==> config.mk <==
export PLATFORM = sky130hd
export DESIGN_NAME = pc_fetch_unit
export DESIGN_NICKNAME = d
export VERILOG_FILES = /design/src/rtl/pc_fetch_unit.sv
export SDC_FILE = /design/constraint.sdc
export NUM_CORES = 1
export LEC_CHECK = 0
export CAP_MARGIN = 20
export CELL_PAD_IN_SITES_DETAIL_PLACEMENT = 1
export CELL_PAD_IN_SITES_GLOBAL_PLACEMENT = 1
export CORE_AREA = 2 2 110 112
export DETAILED_ROUTE_END_ITERATION = 7
export DIE_AREA = 0 0 112 114
export PLACE_DENSITY = 0.81
export REMOVE_ABC_BUFFERS = 1
export SYNTH_ARGS = -nofsm -noshare
export SYNTH_HDL_FRONTEND = slang
export SYNTH_SLANG_ARGS = --single-unit
==> constraint.sdc <==
create_clock -name clk -period 2.75 [get_ports clk]
set_input_delay 0.825 -clock clk [delete_from_list [all_inputs] [get_ports clk]]
set_output_delay 0.825 -clock clk [all_outputs]
set_load 0.03 [all_outputs]
==> src/rtl/pc_fetch_unit.sv <==
// pc_fetch_unit
//   Program-counter and fetch sequencer feeding the IF/ID register. Holds the
//   fetch PC, drives it to the instruction cache and produces PC+4. The PC
//   advances, holds or redirects depending on cache busy, the IF-stage jump
//   freeze and resolved redirects. A redirect that arrives while the cache
//   is busy is parked until the access finishes. The wrong-path instruction
//   returned after any redirect is flagged for replacement with a bubble.
//
// Ports
//   clk              system clock, all state on posedge
//   rst              synchronous active-high reset
//   cache_done       1 = cache access in progress, 0 = inst for pc_out valid
//   jmp_freeze       1 = control transfer in flight, do not advance
//   redirect_valid   one-cycle pulse: load redirect_target
//   redirect_target  new fetch address (bits [1:0] forced to 0)
//   pc_out           current fetch address
//   PC_plus_4        pc_out + 4 (combinational, wraps modulo 2^32)
//   fetch_valid      returned instruction is on the correct path
//   inst_kill        returned instruction must be replaced by a bubble
//   hold_count       saturating count of consecutive non-advancing cycles
module pc_fetch_unit #(
  parameter logic [31:0] RESET_PC = 32'h0000_0000,
  parameter int unsigned MAX_HOLD = 15
) (
  input  logic        clk,
  input  logic        rst,
  input  logic        cache_done,
  input  logic        jmp_freeze,
  input  logic        redirect_valid,
  input  logic [31:0] redirect_target,
  output logic [31:0] pc_out,
  output logic [31:0] PC_plus_4,
  output logic        fetch_valid,
  output logic        inst_kill,
  output logic [3:0]  hold_count
);

  localparam logic [1:0] ST_RUN   = 2'd0;
  localparam logic [1:0] ST_STALL = 2'd1;
  localparam logic [1:0] ST_HOLD  = 2'd2;
  localparam logic [1:0] ST_PEND  = 2'd3;

  localparam logic [3:0] HOLD_SAT = 4'(MAX_HOLD);

  logic [31:0] pc_reg, pc_next;
  logic [31:0] pend_target_reg, pend_target_next;
  logic [1:0]  state_reg, state_next;
  logic        kill_reg, kill_next;
  logic        first_reg;
  logic [3:0]  hold_count_reg;
  logic        hold_inc, hold_clr;
  logic [31:0] target_aligned;

  assign target_aligned = {redirect_target[31:2], 2'b00};

  // Next-state selection in priority order: redirect (direct or parked),
  // cache busy, release of a parked redirect, freeze, sequential advance.
  always_comb begin
    pc_next          = pc_reg;
    pend_target_next = pend_target_reg;
    state_next       = state_reg;
    kill_next        = kill_reg;
    hold_inc         = 1'b0;
    hold_clr         = 1'b0;
    if (redirect_valid && !cache_done) begin
      pc_next    = target_aligned;
      state_next = ST_RUN;
      kill_next  = 1'b1;
      hold_clr   = 1'b1;
    end else if (redirect_valid) begin
      // Newest redirect overwrites any target already parked.
      pend_target_next = target_aligned;
      state_next       = ST_PEND;
      kill_next        = 1'b1;
      hold_clr         = 1'b1;
    end else if (cache_done) begin
      state_next = (state_reg == ST_PEND) ? ST_PEND : ST_STALL;
      hold_inc   = 1'b1;
    end else if (state_reg == ST_PEND) begin
      // Access finished: the returning instruction is wrong-path (killed
      // this cycle), and fetch continues at the parked target.
      pc_next    = pend_target_reg;
      state_next = ST_RUN;
      kill_next  = 1'b0;
      hold_clr   = 1'b1;
    end else if (jmp_freeze) begin
      state_next = ST_HOLD;
      kill_next  = 1'b0;
      hold_inc   = 1'b1;
    end else begin
      pc_next    = pc_reg + 32'd4;
      state_next = ST_RUN;
      kill_next  = 1'b0;
      hold_clr   = 1'b1;
    end
  end

  always_ff @(posedge clk) begin
    if (rst) begin
      pc_reg          <= RESET_PC;
      pend_target_reg <= 32'h0;
      state_reg       <= ST_RUN;
      kill_reg        <= 1'b0;
      first_reg       <= 1'b1;
      hold_count_reg  <= 4'd0;
    end else begin
      pc_reg          <= pc_next;
      pend_target_reg <= pend_target_next;
      state_reg       <= state_next;
      kill_reg        <= kill_next;
      first_reg       <= 1'b0;
      if (hold_clr) begin
        hold_count_reg <= 4'd0;
      end else if (hold_inc && (hold_count_reg != HOLD_SAT)) begin
        hold_count_reg <= hold_count_reg + 4'd1;
      end
    end
  end

  assign pc_out     = pc_reg;
  assign PC_plus_4  = pc_reg + 32'd4;
  assign hold_count = hold_count_reg;
  assign inst_kill  = kill_reg & ~cache_done;
  // In HOLD the instruction at the held PC was already delivered on the
  // first frozen cycle, so repeats are not valid. PEND always has kill set.
  assign fetch_valid = ~first_reg & ~cache_done & ~kill_reg &
                       ((state_reg == ST_RUN) || (state_reg == ST_STALL));

endmodule
==> out/metrics.csv <==
metric,value,unit
topRoutingLayerUsed,met4,
syn_avg_cell_area,7.54,um^2
ys_seq_area_frac,0.367,
max_freq,363,MHz
port_buffers,104,
status,"complete, but fails checks",
drt_pass1_iterations,5,
cp.arrival,1930,ps
cts-buffers-inserted,9,
start_util,0.326,
antenna_found_initial,0,
setup_slack,-5.30,ps
hp-class,flop to flop,
areaGrowthSynthToFinish,50.5,%
num_vias,4390,
met2_length,7.53,mm
ys_warn_count,0,
cts_max_level,3,
grt_max_degree,46,
maxSlewViolCount,0,
wl_met3,667,um
slew_headroom,0.462,
dpl.hpwl,10.2,mm
gp_congestion,0.846,
fin_total_pwr,2.82,mW
synth-main-ff-cell,dfxtp_1,
clkTransAtPathRegs,60,ps
worstPathMaxFanout,8,
final_cells,789,
place_area,5160,um^2
cts_tree,done,
criticalPathCategory,flop to output pin,
route.detailed.wl_per_inst,18.6,um
placed_cells,762,
postCtsHoldBufs,0,
fin_crit_sh,1.00,
mostFrequentLayoutCells,"nand2_1 (118), clkdlybuf4s50_1 (73), buf_4 (68), dfxtp_1 (51), a21oi_1 (45)",
layout-drive-gt1-share,0.229,
wl_met1,6.24,mm
clock_latency,330,ps
fp.dieArea,12800,um^2
drc,0,
startpoint_type,flop,
postSynthCellCount,507,
required,1930,ps
design.core.area,11700,um^2
power.density,490,nW/um^2
grt_pass1_wl,22.7,mm
fin_skew,7.31,ps
ant_nets,0,
vias_per_cell,5.56,
track_usage,0.222,
setup_viol,1,
p_leak,2.33,nW
fin_nets,677,
nFillCells,1430,
cts-root-buf,clkbuf_16,
die_y,114,um
syn_area,3820,um^2
failed_checks,setup timing,
whs,454,ps
yosys_register_bits,70,
cp-end-kind,output pin,
tns,-5.30,ps
grt_overflow,0,
fp.dieW,112,um
ios,107,
first_iter_violations,251,
vdd_ir_drop_max,0.237,mV
clock_path_buffers,2,
design_area,5750,um^2
tightest_slew,807,ps
grt_pass1_vias,4459,
final_common_cell,nand2_1,
n_antenna_cell,0,
async_flop_share,0,
routed_wl,14.6,mm
synth_edf_count,0,
largest_reg_flops,32,
hold_viol,0,
period_needed,2760,ps
rsz0062_at_grt,true,
rows,40,
clock-sinks,70,
synth_cell_types,51,
drv_cap,0,
==> through the flow <==
stage	setup slack (ps)	utilization
after floorplan	-344	-
after global placement	-59.6	0.441
after detailed placement	-72.4	0.441
after CTS	-66.3	0.479
after global routing	-86.4	0.491
final	-5.30	0.491
==> synthesized netlist by cell type (2+ instances only) <==
cell      number  area (um^2)
and3_1         4         25.0
nand2_1      122          458
a21oi_1       45          225
xor2_1         6         52.6
inv_1          3         11.3
nor2_1        33          124
o22ai_1        2         12.5
nand3_1       17         85.1
a31oi_1        9         56.3
o32ai_1        8         70.1
ha_1           3         37.5
dfxtp_1       70         1400
nand3b_1       3         22.5
nand4_1       10         62.6
mux2i_1        3         30.0
o311ai_1       8         70.1
xnor2_1       23          201
buf_2          7         35.0
a41oi_1        2         17.5
and4_1         3         26.3
buf_4          3         22.5
nor4_4         2         42.5
clkbuf_1      28          105
a22oi_1       13         97.6
o311ai_0       2         17.5
o21ai_0       32          160
nor4_1         2         12.5
nor2b_1        3         18.8
and2_1         8         50.1
nor3_1         6         30.0
nor3b_1        3         22.5
a21o_1         4         30.0
or2_2          2         12.5
==> power breakdown <==
part	internal [mW]	switching (mW)	total (mW)	leakage, nW
clock network	0.727	0.461	1.19	0.142
logic	0.220	0.295	0.515	1.61
registers	1.06	0.0545	1.12	0.582
==> path summary, 6_finish.rpt <==
kind | startpoint | endpoint | slack, ps | depth (start not counted)
worst max register to register | state_reg[1]$_SDFF_PP0_ | pc_out[25]$_SDFFE_PP0P_ | 630 | 6
worst max-delay path | pc_out[14]$_SDFFE_PP0P_ | PC_plus_4[21] | -5 | 7
worst min-delay path | pend_target_reg[25]$_SDFFE_PP0P_ | pend_target_reg[25]$_SDFFE_PP0P_ | 450 | 2
worst min register to register | pend_target_reg[25]$_SDFFE_PP0P_ | pend_target_reg[25]$_SDFFE_PP0P_ | 450 | 2
==> cells by family after synthesis <==
kind of cell / share of synthesized area
flip-flops: 0.367
adder cells (fa/ha/maj): 0.00982
buffers and inverters: 0.0468
XOR/XNOR: 0.0665
multiplexers: 0.00786
AO/OA/AOI/OAI: 0.214
AND/OR/NAND/NOR: 0.288
==> layout make-up <==
class	count	area (um^2)	share of cell area
multi-input cells	395	2390	0.416
flip-flops and latches	70	1440	0.250
inverters	3	11.3	0.00196
well taps	147	184	0.0320
repair buffers	158	1430	0.248
clock inverters	5	58.8	0.0102
clock buffers	11	243	0.0422
==> critical path, cell delays in order, from the launching register on <==
cell and delay (ps):
dfxtp_2 350, nand4_4 130, nor4_4 340, buf_12 160
and2_4 210, nand2_2 100, xnor2_2 160, buf_6 150
==> per-layer routing <==
metal	global-route usage	vias up
met5	0	-
met4	0.0659	0
met3	0.0383	14
met2	0.400	133
met1	0.271	2197
li1	-	2046
==> what timing repair did <==
action / CTS / global route
gates resized for setup: 44 / 28
pin swaps: 5 / 9
setup buffers: 5 / 5
endpoints found under the setup margin: 23 / 17
Note: power is estimated with default switching activity, not from simulation.
